## src/rtl/fetch_prefetch_queue_if.sv

```systemverilog
// Fetch/IF-ID bus bundle for fetch_prefetch_queue.
//   imem_addr/imem_rd/imem_data : instruction memory fetch port (data returns 1 cycle after rd)
//   redirect/redirect_pc        : branch/jump flush request from ID
//   halt                        : freeze issue and dequeue
//   out_valid/out_ready         : IF/ID handshake; out_instr/out_pc carry the head entry
//   count                       : occupied queue entries
// master = the prefetch queue, slave = the memory/decode environment.
interface fetch_prefetch_queue_if #(
  parameter int DEPTH = 4
);
  localparam int CW = $clog2(DEPTH) + 1;

  logic [15:0]   imem_addr;
  logic          imem_rd;
  logic [15:0]   imem_data;
  logic          redirect;
  logic [15:0]   redirect_pc;
  logic          halt;
  logic          out_ready;
  logic          out_valid;
  logic [15:0]   out_instr;
  logic [15:0]   out_pc;
  logic [CW-1:0] count;

  modport master (
    output imem_addr, imem_rd, out_valid, out_instr, out_pc, count,
    input  imem_data, redirect, redirect_pc, halt, out_ready
  );

  modport slave (
    input  imem_addr, imem_rd, out_valid, out_instr, out_pc, count,
    output imem_data, redirect, redirect_pc, halt, out_ready
  );
endinterface

```

## src/rtl/fetch_prefetch_queue.sv

```systemverilog
// Instruction prefetch buffer between instruction memory and the IF/ID register.
// Issues sequential fetches, buffers returned words with their PC+PC_INC in a
// DEPTH-entry FIFO and presents the head with a valid/ready handshake.
// Ports:
//   clk  : clock, rising edge
//   rst  : asynchronous active-low reset
//   bus  : fetch_prefetch_queue_if.master (memory port, redirect, halt, IF/ID handshake, count)
module fetch_prefetch_queue #(
  parameter int          DEPTH    = 4,
  parameter logic [15:0] RESET_PC = 16'h0000,
  parameter logic [15:0] PC_INC   = 16'h0002
) (
  input logic                    clk,
  input logic                    rst,
  fetch_prefetch_queue_if.master bus
);
  localparam int CW = $clog2(DEPTH) + 1;
  localparam int AW = $clog2(DEPTH);

  typedef enum logic [1:0] {BOOT, RUN, HALTED} state_t;

  state_t        state_q, state_d;
  logic [15:0]   fetch_pc_q, fetch_pc_d;
  logic [15:0]   inflight_pc_q, inflight_pc_d;
  logic          inflight_q, inflight_d;
  logic [CW-1:0] count_q, count_d;
  logic [AW-1:0] wr_ptr_q, wr_ptr_d;
  logic [AW-1:0] rd_ptr_q, rd_ptr_d;

  logic [15:0]   instr_mem [DEPTH];
  logic [15:0]   pc_mem    [DEPTH];

  logic          flush;
  logic          issue;
  logic          push;
  logic          pop;
  logic          valid;
  logic [CW:0]   occupancy;

  // Redirect is ignored in BOOT; nothing is buffered or in flight there.
  assign flush     = bus.redirect & (state_q != BOOT);
  // Reserve a slot for the word still in flight so the FIFO can never overflow.
  assign occupancy = {1'b0, count_q} + (CW+1)'(inflight_q);
  assign issue     = (state_q == RUN) & ~bus.halt & ~bus.redirect
                     & (occupancy < (CW+1)'(DEPTH));
  // The return is pushed even while halted so no fetched word is lost.
  assign push      = inflight_q & ~flush;
  assign valid     = (count_q != '0) & ~bus.halt;
  assign pop       = valid & bus.out_ready & ~flush;

  assign bus.imem_addr = fetch_pc_q;
  assign bus.imem_rd   = issue;
  assign bus.out_valid = valid;
  assign bus.out_instr = (count_q == '0) ? '0 : instr_mem[rd_ptr_q];
  assign bus.out_pc    = (count_q == '0) ? '0 : pc_mem[rd_ptr_q];
  assign bus.count     = count_q;

  always_comb begin
    state_d = state_q;
    case (state_q)
      BOOT:    state_d = bus.halt ? HALTED : RUN;
      RUN:     if (bus.halt)  state_d = HALTED;
      HALTED:  if (!bus.halt) state_d = RUN;
      default: state_d = BOOT;
    endcase
  end

  always_comb begin
    fetch_pc_d    = fetch_pc_q;
    inflight_d    = issue;
    inflight_pc_d = inflight_pc_q;
    count_d       = count_q;
    wr_ptr_d      = wr_ptr_q;
    rd_ptr_d      = rd_ptr_q;

    if (flush) begin
      fetch_pc_d = bus.redirect_pc;
      count_d    = '0;
      wr_ptr_d   = '0;
      rd_ptr_d   = '0;
    end else begin
      if (issue) begin
        fetch_pc_d    = fetch_pc_q + PC_INC;
        inflight_pc_d = fetch_pc_q;
      end
      if (push) wr_ptr_d = wr_ptr_q + AW'(1);
      if (pop)  rd_ptr_d = rd_ptr_q + AW'(1);
      count_d = count_q + CW'(push) - CW'(pop);
    end
  end

  always_ff @(posedge clk or negedge rst) begin
    if (!rst) begin
      state_q       <= BOOT;
      fetch_pc_q    <= RESET_PC;
      inflight_pc_q <= '0;
      inflight_q    <= 1'b0;
      count_q       <= '0;
      wr_ptr_q      <= '0;
      rd_ptr_q      <= '0;
    end else begin
      state_q       <= state_d;
      fetch_pc_q    <= fetch_pc_d;
      inflight_pc_q <= inflight_pc_d;
      inflight_q    <= inflight_d;
      count_q       <= count_d;
      wr_ptr_q      <= wr_ptr_d;
      rd_ptr_q      <= rd_ptr_d;
    end
  end

  // Storage needs no reset: entries are only read while count is non-zero.
  always_ff @(posedge clk) begin
    if (push) begin
      instr_mem[wr_ptr_q] <= bus.imem_data;
      pc_mem[wr_ptr_q]    <= inflight_pc_q + PC_INC;
    end
  end
endmodule

```

## src/flat_wrapper.sv

```systemverilog
// flat-port wrapper written by rule: the top's interface ports become plain ports
module fetch_prefetch_queue_flat 
#(
  parameter int          DEPTH    = 4,
  parameter logic [15:0] RESET_PC = 16'h0000,
  parameter logic [15:0] PC_INC   = 16'h0002
)
  (clk, rst, bus_imem_addr, bus_imem_rd, bus_out_valid, bus_out_instr, bus_out_pc, bus_count, bus_imem_data, bus_redirect, bus_redirect_pc, bus_halt, bus_out_ready);
  fetch_prefetch_queue_if #(.DEPTH(DEPTH)) bus_i ();
  input logic clk;
  input logic rst;
  output wire logic [$bits(bus_i.imem_addr)-1:0] bus_imem_addr;
  output wire logic [$bits(bus_i.imem_rd)-1:0] bus_imem_rd;
  output wire logic [$bits(bus_i.out_valid)-1:0] bus_out_valid;
  output wire logic [$bits(bus_i.out_instr)-1:0] bus_out_instr;
  output wire logic [$bits(bus_i.out_pc)-1:0] bus_out_pc;
  output wire logic [$bits(bus_i.count)-1:0] bus_count;
  input wire logic [$bits(bus_i.imem_data)-1:0] bus_imem_data;
  input wire logic [$bits(bus_i.redirect)-1:0] bus_redirect;
  input wire logic [$bits(bus_i.redirect_pc)-1:0] bus_redirect_pc;
  input wire logic [$bits(bus_i.halt)-1:0] bus_halt;
  input wire logic [$bits(bus_i.out_ready)-1:0] bus_out_ready;
  assign bus_imem_addr = bus_i.imem_addr;
  assign bus_imem_rd = bus_i.imem_rd;
  assign bus_out_valid = bus_i.out_valid;
  assign bus_out_instr = bus_i.out_instr;
  assign bus_out_pc = bus_i.out_pc;
  assign bus_count = bus_i.count;
  assign bus_i.imem_data = bus_imem_data;
  assign bus_i.redirect = bus_redirect;
  assign bus_i.redirect_pc = bus_redirect_pc;
  assign bus_i.halt = bus_halt;
  assign bus_i.out_ready = bus_out_ready;
  fetch_prefetch_queue #(.DEPTH(DEPTH), .RESET_PC(RESET_PC), .PC_INC(PC_INC)) u_core (.clk(clk), .rst(rst), .bus(bus_i));
endmodule
```

## config.mk

```make
export PLATFORM = sky130hd
export DESIGN_NAME = fetch_prefetch_queue_flat
export DESIGN_NICKNAME = d
export VERILOG_FILES = /design/src/rtl/fetch_prefetch_queue_if.sv /design/src/rtl/fetch_prefetch_queue.sv /design/src/flat_wrapper.sv
export SDC_FILE = /design/constraint.sdc
export NUM_CORES = 1
export LEC_CHECK = 0
export CAP_MARGIN = 30
export CORE_ASPECT_RATIO = 1.75
export CORE_MARGIN = 2
export CORE_UTILIZATION = 55
export CTS_CLUSTER_DIAMETER = 30
export DETAILED_ROUTE_END_ITERATION = 12
export PLACE_DENSITY = 0.87
export REMOVE_ABC_BUFFERS = 1
export SLEW_MARGIN = 15
export SYNTH_ARGS = -nofsm -noshare
export SYNTH_HDL_FRONTEND = slang
export SYNTH_SLANG_ARGS = --single-unit
export TNS_END_PERCENT = 1
```

## constraint.sdc

```tcl
create_clock -name clk -period 3.01 [get_ports clk]
set_clock_uncertainty 0.2 [all_clocks]
set_input_delay 0.602 -clock clk [delete_from_list [all_inputs] [get_ports clk]]
set_output_delay 0.602 -clock clk [all_outputs]
set_load 0.05 [all_outputs]
```

# After elaboration in Yosys (flattened, before gate mapping)
# Memory sizes are Yosys's and may differ from the RTL's.
# Index checks and enable logic that the tools add are counted.
# W data, S select, Z words.
[word_totals] register_bits=42 mem_bits_rw=128 word_cells=56 memories=2
[memory_table] name="u_core.instr_mem" words=4 width=16 read_ports=1 rd_clocked_by_memory_dff=0 wr=1 line_no="fetch_prefetch_queue.sv:30" source="logic [15:0] instr_mem [DEPTH];"
[memory_table] name="u_core.pc_mem" words=4 width=16 read_ports=1 rd_clocked_by_memory_dff=0 wr=1 line_no="fetch_prefetch_queue.sv:31" source="logic [15:0] pc_mem [DEPTH];"
[classes] addsub=7 n_lt_le_gt_ge=1 eq_ne=4 muxes=15 bitwise_logic=11 n_reduce_logical=9
[ops] operator="$mux W16" count=4
[ops] operator="$add A16 B2 Y16 const B" count=2
[ops] operator="$mux W2" count=7
[ops] operator="$and A1 B1 Y1" count=8
[ops] operator="$reduce_bool A2 Y1" count=4
[ops] operator="$pmux W2 S3" count=1
[ops] operator="$add A2 B1 Y2 const B" count=2
[ops] operator="$add A3 B1 Y4" count=1
[ops] operator="$lt A4 B3 Y1 const B" count=1
[ops] operator="$ne A2 B2 Y1 const B" count=2
[ops] operator="$reduce_and A2 Y1" count=2
[ops] operator="$add A3 B1 Y3" count=1
[ops] operator="$logic_not A3 Y1" count=1
[ops] operator="$mux W3" count=1
[ops] operator="$not A1 Y1" count=3
[ops] operator="$reduce_bool A3 Y1" count=1
[ops] operator="$sub A3 B1 Y3" count=1
[ops] operator="$eq A2 B1 Y1 const B" count=1
[ops] operator="$eq A2 B2 Y1 const B" count=1
[ops] operator="$logic_not A2 Y1" count=1
[ops] operator="$mux W1" count=2

# Logic depth before layout (Yosys ltp)
# Gate-level depths: netlist of the first run.
[logic_depth] ltp_word=7 ltp_mapped=12

# Worst setup path after synthesis of the first run
# OpenSTA, ideal clock, no wires.
[synth_path] path_type="flip-flop to flip-flop" from="register u_core.count_q[1] (netlist: u_core.bus.count[1])" to="register u_core.count_q[2] (netlist: u_core.bus.count[2])" setup_ps=132 arrival_time_ps=2961 slack_ps=-283 path_stages_with_launch=12 path_buffers=0 period_less_slack_ps=3293 path_cell_list="dfrtp_1 > nor3_1 > nor2_1 > nand2_1 > nor2_1 > ha_1 > inv_1 > ha_1 > inv_1 > fa_1 > xnor2_1 > nor2_1"
[synth_between] elab_chain_cells=6 word_cells_on_any_way=7 cone_classes="add/sub: 2; mux: 1; bitwise: 3; reduce/logical: 1"
[synth_rtl] element="from (decl)" line_no="fetch_prefetch_queue.sv:26" source="logic [CW-1:0] count_q, count_d;"
[synth_rtl] element="from (signal assigned)" line_no="fetch_prefetch_queue.sv:106" source="count_q <= count_d;"
[synth_rtl] element="$reduce_bool A3 Y1" line_no="fetch_prefetch_queue.sv:48" source="assign valid = (count_q != '0) & ~bus.halt;"
[synth_rtl] element="$and A1 B1 Y1" line_no="fetch_prefetch_queue.sv:48"
[synth_rtl] element="net bus_out_valid" line_no="flat_wrapper.sv:14" source="output wire logic [$bits(bus_i.out_valid)-1:0] bus_out_valid;"
[synth_rtl] element="$and A1 B1 Y1 (2 in series)" line_no="fetch_prefetch_queue.sv:49" source="assign pop = valid & bus.out_ready & ~flush;"
[synth_rtl] element="$sub A3 B1 Y3" line_no="fetch_prefetch_queue.sv:88" source="count_d = count_q + CW'(push) - CW'(pop);"
[synth_rtl] element="$mux W3" line_no="fetch_prefetch_queue.sv:76" source="if (flush) begin"
[synth_rtl] element="net u_core.count_d[2]" line_no="fetch_prefetch_queue.sv:26"
# The timed path passes the listed nets, and every way through them passes these cells.
# A chain may end at the register's enable or synchronous reset.

# Worst setup path in the final report of the first run
[layout_path] from="register u_core.rd_ptr_q[0]" to="output bus_out_instr[11]"
[layout_between] elab_chain_cells=2
[layout_rtl] element="from (decl)" line_no="fetch_prefetch_queue.sv:28" source="logic [AW-1:0] rd_ptr_q, rd_ptr_d;"
[layout_rtl] element="from (signal assigned)" line_no="fetch_prefetch_queue.sv:108" source="rd_ptr_q <= rd_ptr_d;"
[layout_rtl] element="$mem_v2 Z4 W16"
[layout_rtl] element="$mux W16" line_no="fetch_prefetch_queue.sv:54" source="assign bus.out_instr = (count_q == '0) ? '0 : instr_mem[rd_ptr_q];"
[layout_rtl] element="to (decl)" line_no="flat_wrapper.sv:15" source="output wire logic [$bits(bus_i.out_instr)-1:0] bus_out_instr;"
# Every way passes these cells.

==> flow_metrics.py, run 1 <==
metrics = {
    "global_route": {
        "grt_first_pass_wirelength_um": 24700,
        "grt_max_degree": 43,
        "grtUsageTotal_pct": 23.0,
        "gr-total-overflow": 0,
        "antenna_found_initial": 0,
        "grt_pass1_vias": 4765,
    },
    "sta": {
        "layout_min_cycle_time_ns": 2.91,
        "fmax_mhz": 343,
        "post-route-worst-setup-slack_ns": 0.0958,
        "setup_viol": 0,
        "rsz0062_at_grt": "false",
        "fin_crit_sh_pct": 96.8,
        "setup_tns_ns": 0,
        "hold_viol_final": 0,
        "slew_viol_final": 0,
        "worst_slew_pin_slew_ns": 0.640,
        "relSlewSlack_pct": 56.9,
    },
    "die": {
        "rows": 55,
        "initial_utilization_pct": 56.3,
        "dieArea_um2": 14200,
        "ioPinCount": 90,
        "fp.coreArea_um2": 12900,
        "chipWidth_um": 91.0,
        "die_y_um": 156,
    },
    "drt": {
        "drtPass1Iterations": 5,
        "viasPerCell": 5.85,
        "route.met2.wl_um": 8790,
        "drt-met1-wl_um": 5560,
        "vias": 4485,
        "met3WireLength_um": 674,
        "drt_iter0_markers": 347,
        "avgRoutedWirePerCell_um": 20.2,
        "routed_wirelength_um": 15500,
        "top_layer_used": "met4",
        "antenna_left": 0,
        "drcViolationCount": 0,
    },
    "cts": {
        "cts_setup_buffers": 0,
        "htreeDepth": 4,
        "clockRootBuffer": "clkbuf_16",
        "clock_path_buffers": 2,
        "cts_tree": "done",
        "cts.clk_slew.worst_paths_ns": 0.07,
        "cts_buffers": 17,
        "clkSinkCount": 170,
        "clk_latency_ns": 0.42,
    },
    "finish": {
        "final_common_cell": "edfxtp_1",
        "nNetsFinal": 631,
        "antenna_cells": 0,
        "layout_common_cells": "edfxtp_1, nand2_1, clkdlybuf4s50_1, buf_12, dfrtp_1",
        "syn2layout_area_growth_pct": 29.3,
        "final_util_pct": 72.7,
        "drive_gt1_share_pct": 20.8,
    },
    "worst_setup_path": {
        "path_buf_inv": 2,
        "cp_data_arrival_time_ns": 2.11,
        "cp_max_fo": 14,
        "cp-startpoint": "u_core.rd_ptr_q[0]",
        "required_ns": 2.21,
        "cp_top_family": "flip-flops",
        "crit_top_cell": "buf_12",
        "start_kind": "flip-flop",
        "critPathKind": "flip-flop to output port",
        "crit_path_end_kind": "output port",
        "critPathMaxStageDelay_ns": 0.57,
        "cp_slowest_cell": "dfrtp_4",
        "rr_startpoint": "u_core.bus.count[1]",
        "cp_cell_sequence": "buf_12 > mux4_2 > nor2b_1 > buf_12",
    },
    "placement": {
        "place_hpwl_um": 9810,
        "portBuffers": 89,
        "pre_cts_slack_ns": 0.179,
        "place.gp.congestion": 0.835,
    },
    "pwr": {
        "powerDensity_nw_per_um2": 978,
        "p_leak_nw": 3.39,
        "ir_worst_vdd_mv": 0.563,
    },
    "synthesis": {
        "yosysSeqAreaShare_pct": 67.3,
        "avgSynthCellArea_um2": 15.1,
        "synth_ff_type": "edfxtp_1",
        "yosys.cell_types.count": 47,
        "syn_area_um2": 7280,
        "synth_top_cell_by_area": "edfxtp_1",
        "synth_warnings": 0,
        "synthArstFlopShare_pct": 24.7,
        "syn_inst": 483,
        "yosys.area.top_type_share_pct": 52.8,
        "yosys_register_bits": 170,
        "synth-edff-count": 128,
        "synthTopCellsByArea": "edfxtp_1, dfrtp_1, mux4_2, nand2_1, nor2b_1",
    },
    "status": {
        "status": "complete, no violations",
    },
    "run": {
        "drv_cap": 0,
    },
    "worst_hold_path": {
        "min_path_type": "flip-flop to flip-flop",
        "hold_path_startpoint": "u_core.inflight_pc_q[10]",
    },
}
[power by group]
group / switching, mW / internal, mW
logic: 2.17 / 1.77
clock network: 0.947 / 1.17
registers: 0.303 / 2.85
total: 3.42 / 5.78
[flip-flops by register name, summed over array words and instances (netlist names)]
register and cells:
u_core.state_q 2, u_core.inflight_q 1, u_core.wr_ptr_q 2, u_core.rd_ptr_q 2
u_core.pc_mem 64, u_core.inflight_pc_q 16, u_core.instr_mem 64, u_core.bus.count 3
u_core.bus.imem_addr 16
[repair_timing]
item                                    4_1_cts  5_1_grt
resized for setup                             1        0
endpoints found under the setup margin        3        0
hold buffers                                  0        1
endpoints found under the hold margin         0        8
[metrics by stage]
stage	std cells	hold WS, ns	area, um^2	power, mW
final	767	0.327	9410	9.20
after global routing	767	0.364	9410	9.55
after CTS	765	0.133	9380	9.27
after detailed placement	734	0.315	8790	7.12
after global placement	734	0.297	8790	7.01
after floorplan	458	0.106	7150	5.30
[path summary, 6_finish.rpt]
kind / to / slack (ns) / cells after the start
max in group asynchronous: u_core.rd_ptr_q[0] / 1.77 / 3
min in group asynchronous: u_core.bus.imem_addr[0] / 0.38 / 2
worst min-delay path: u_core.inflight_pc_q[10] / 0.33 / 2
worst max-delay path: bus_out_instr[11] / 0.1 / 4
worst min register to register: u_core.inflight_pc_q[10] / 0.33 / 2
worst max register to register: u_core.bus.imem_addr[2] / 0.54 / 7
[per-layer routing]
layer / track usage [%] / vias up
li1: - / 2013
met3: 4.40 / 37
met4: 10.8 / 0
met5: 0 / -
met2: 42.7 / 171
met1: 25.2 / 2264
[synthesized netlist by cell type (all sizes together) (4+ instances only)]
| library cell | number |
|---|---|
| edfxtp | 128 |
| ha | 9 |
| nor2 | 17 |
| dfrtp | 42 |
| nand2 | 70 |
| o211ai | 5 |
| nor2b | 33 |
| clkbuf | 14 |
| mux4 | 32 |
| and3 | 8 |
| xnor2 | 11 |
| nand3 | 17 |
| buf | 11 |
| a32oi | 4 |
| nor3 | 4 |
| nor4 | 4 |
| inv | 9 |
| a22oi | 7 |
| o21ai | 15 |
| xor2 | 6 |
[kinds of logic (layout without fill, tap and decap cells)]
logic type	after synthesis	in the layout	synth area share, %
xor gates and xnor gates	17	17	2.05
adders and majority gates	10	10	1.82
AOI/OAI and AO/OA	51	51	5.00
muxes	34	34	10.3
buffers and inverters	34	147	2.22
and+or+nand+nor	167	167	11.3
DFF	170	170	67.3
[worst reg2reg max path, delay by kind of cell, from the launching register on]
family | cells | cell delay [ns]
compound gates | 1 | 0.26
fa+ha+maj | 1 | 0.25
buf+inv | 1 | 0.23
flops | 1 | 0.47
mux | 1 | 0.09
simple gates | 3 | 0.86
[area by class of cell]
cell class	count	area, um^2
clock buffers	17	425
clock inverters	14	156
fillers	804	3530
inverters	9	36.3
multi-input cells	279	2230
flip-flops and latches	170	4900
well taps	171	214
repair buffers	107	1450
Power figures use the tool's default switching activity.
==> inputs of run 2 (changes only) <==
- CELL_PAD_IN_SITES_DETAIL_PLACEMENT: default -> 1
- CELL_PAD_IN_SITES_GLOBAL_PLACEMENT: default -> 1
- CORE_UTILIZATION: 55 -> 46
==> flow_metrics.py, run 2 (synthesis results as in run 1) <==
metrics = {
    "worst_setup_path": {
        "critPathKind": "flip-flop to output port",
        "crit_path_end_kind": "output port",
        "rr_startpoint": "u_core.state_q[1]",
        "cp_max_fo": 6,
        "reg2reg_slack_ns": 0.42,
        "required_ns": 2.21,
        "rr_endpoint": "u_core.bus.count[2]",
        "cp_data_arrival_time_ns": 2.11,
        "r2r_cells": 10,
        "start_kind": "flip-flop",
    },
    "sta": {
        "slew_viol_final": 0,
        "whs_ns": 0.329,
        "fmax_mhz": 344,
        "hold_viol_final": 0,
        "fin_crit_sh_pct": 96.6,
        "relSlewSlack_pct": 59.5,
        "layout_min_cycle_time_ns": 2.91,
        "worst_slew_pin_slew_ns": 0.608,
        "rsz0062_at_grt": "true",
        "setup_viol": 0,
    },
    "pwr": {
        "finalPower_mw": 9.09,
        "powerDensity_nw_per_um2": 969,
        "p_leak_nw": 3.37,
        "ir_worst_vdd_mv": 0.430,
    },
    "die": {
        "ioPinCount": 90,
        "dieArea_um2": 16900,
        "chipWidth_um": 99.1,
        "die_y_um": 170,
        "initial_utilization_pct": 47.1,
        "fp.coreArea_um2": 15500,
        "rows": 60,
    },
    "global_route": {
        "antenna_found_initial": 0,
        "grt_max_degree": 34,
        "grtUsageTotal_pct": 21.3,
        "grt_pass1_vias": 5007,
        "gr-total-overflow": 0,
        "grt_first_pass_wirelength_um": 27100,
    },
    "run": {
        "drv_cap": 0,
    },
    "finish": {
        "drive_gt1_share_pct": 21.3,
        "nNetsFinal": 632,
        "reg_top3": "u_core.instr_mem (64), u_core.pc_mem (64)",
        "layout_common_cells": "edfxtp_1, nand2_1, clkdlybuf4s50_1, buf_12, dfrtp_1",
        "final_util_pct": 60.7,
        "antenna_cells": 0,
        "syn2layout_area_growth_pct": 28.9,
        "final_common_cell": "edfxtp_1",
        "final_area_um2": 9380,
    },
    "drt": {
        "drtPass1Iterations": 4,
        "drcViolationCount": 0,
        "antenna_left": 0,
        "avgRoutedWirePerCell_um": 21.8,
        "vias": 4490,
        "viasPerCell": 5.73,
        "routed_wirelength_um": 17100,
        "drt_iter0_markers": 246,
    },
    "cts": {
        "clock_path_buffers": 2,
        "cts_setup_buffers": 0,
        "clockRootBuffer": "clkbuf_16",
        "cts.clk_slew.worst_paths_ns": 0.07,
        "htreeDepth": 4,
        "clkSinkCount": 170,
        "cts_buffers": 17,
        "cts_tree": "done",
        "clk_latency_ns": 0.42,
    },
    "placement": {
        "place.gp.congestion": 0.840,
        "place_area_um2": 8840,
        "portBuffers": 89,
        "place_hpwl_um": 11400,
    },
    "worst_hold_path": {
        "worstHoldPathCells": 2,
        "hold_path_end": "u_core.inflight_pc_q[15]",
        "hold_path_startpoint": "u_core.inflight_pc_q[15]",
        "min_path_type": "flip-flop to flip-flop",
    },
    "status": {
        "status": "complete, no violations",
    },
}
run 2: cell count changes in the layout (fill, tap and decap cells not counted), moves of 2 or more:
cell	previous run	this run
inv_8	4	0
and3_1	8	5
and3_2	0	3
clkinv_4	1	4
clkinv_1	0	2
clkinv_2	0	2
run 2: what timing repair did:
action	in CTS	in global routing
setup endpoints to repair	0	2
gates resized for setup	0	1
hold buffers	1	0
hold endpoints to repair	20	0
run 2: area by class of cell:
cell class	count	area [um^2]
Timing Repair Buffer	108	1460
Clock inverter	14	101
Multi-Input combinational cell	279	2230
Tap cell	186	233
Fill cell	1457	6080
Inverter	9	36.3
Sequential cell	170	4900
Clock buffer	17	425
run 2: worst max-delay path by stage:
stage / cells past startpoint / end / start / slack [ns]
after floorplan: 11 / u_core.bus.count[2] / u_core.bus.count[1] / -1.91
after CTS: 6 / bus_imem_rd / u_core.bus.count[1] / 0.07
final: 6 / bus_imem_rd / u_core.bus.count[1] / 0.10
after detailed placement: 10 / u_core.bus.count[2] / u_core.state_q[1] / 0.13
after global routing: 6 / bus_imem_rd / u_core.bus.count[1] / -0.02
after global placement: 6 / bus_imem_rd / bus_redirect / 0.19
run 2: worst max-delay path, cell delays in order, from the launching register on:
cell and delay (ns):
dfrtp_1 0.46, ha_1 0.25, and4b_4 0.33, mux2i_4 0.09, or2_1 0.32, inv_4 0.09, buf_12 0.13
run 2: metrics by stage:
| step | setup TNS [ns] | cells | setup WS (ns) |
|---|---|---|---|
| detailed placement | 0 | 751 | 0.131 |
| finish | 0 | 783 | 0.101 |
| CTS | 0 | 783 | 0.0686 |
| global placement | 0 | 751 | 0.193 |
| floorplan | -36.53 | 458 | -1.91 |
| global route | -0.0155 | 783 | -0.0155 |
run 2: power breakdown:
group | internal [mW] | switching (mW)
Sequential | 2.84 | 0.309
Combinational | 1.77 | 2.23
Clock | 1.05 | 0.884
run 2: routing by layer:
layer,vias up,routed length (um),GRT usage (%)
met4,0,567,10.8
li1,2016,-,-
met5,-,0,0
met3,34,547,3.90
met1,2299,6350,24.1
met2,141,9590,38.1
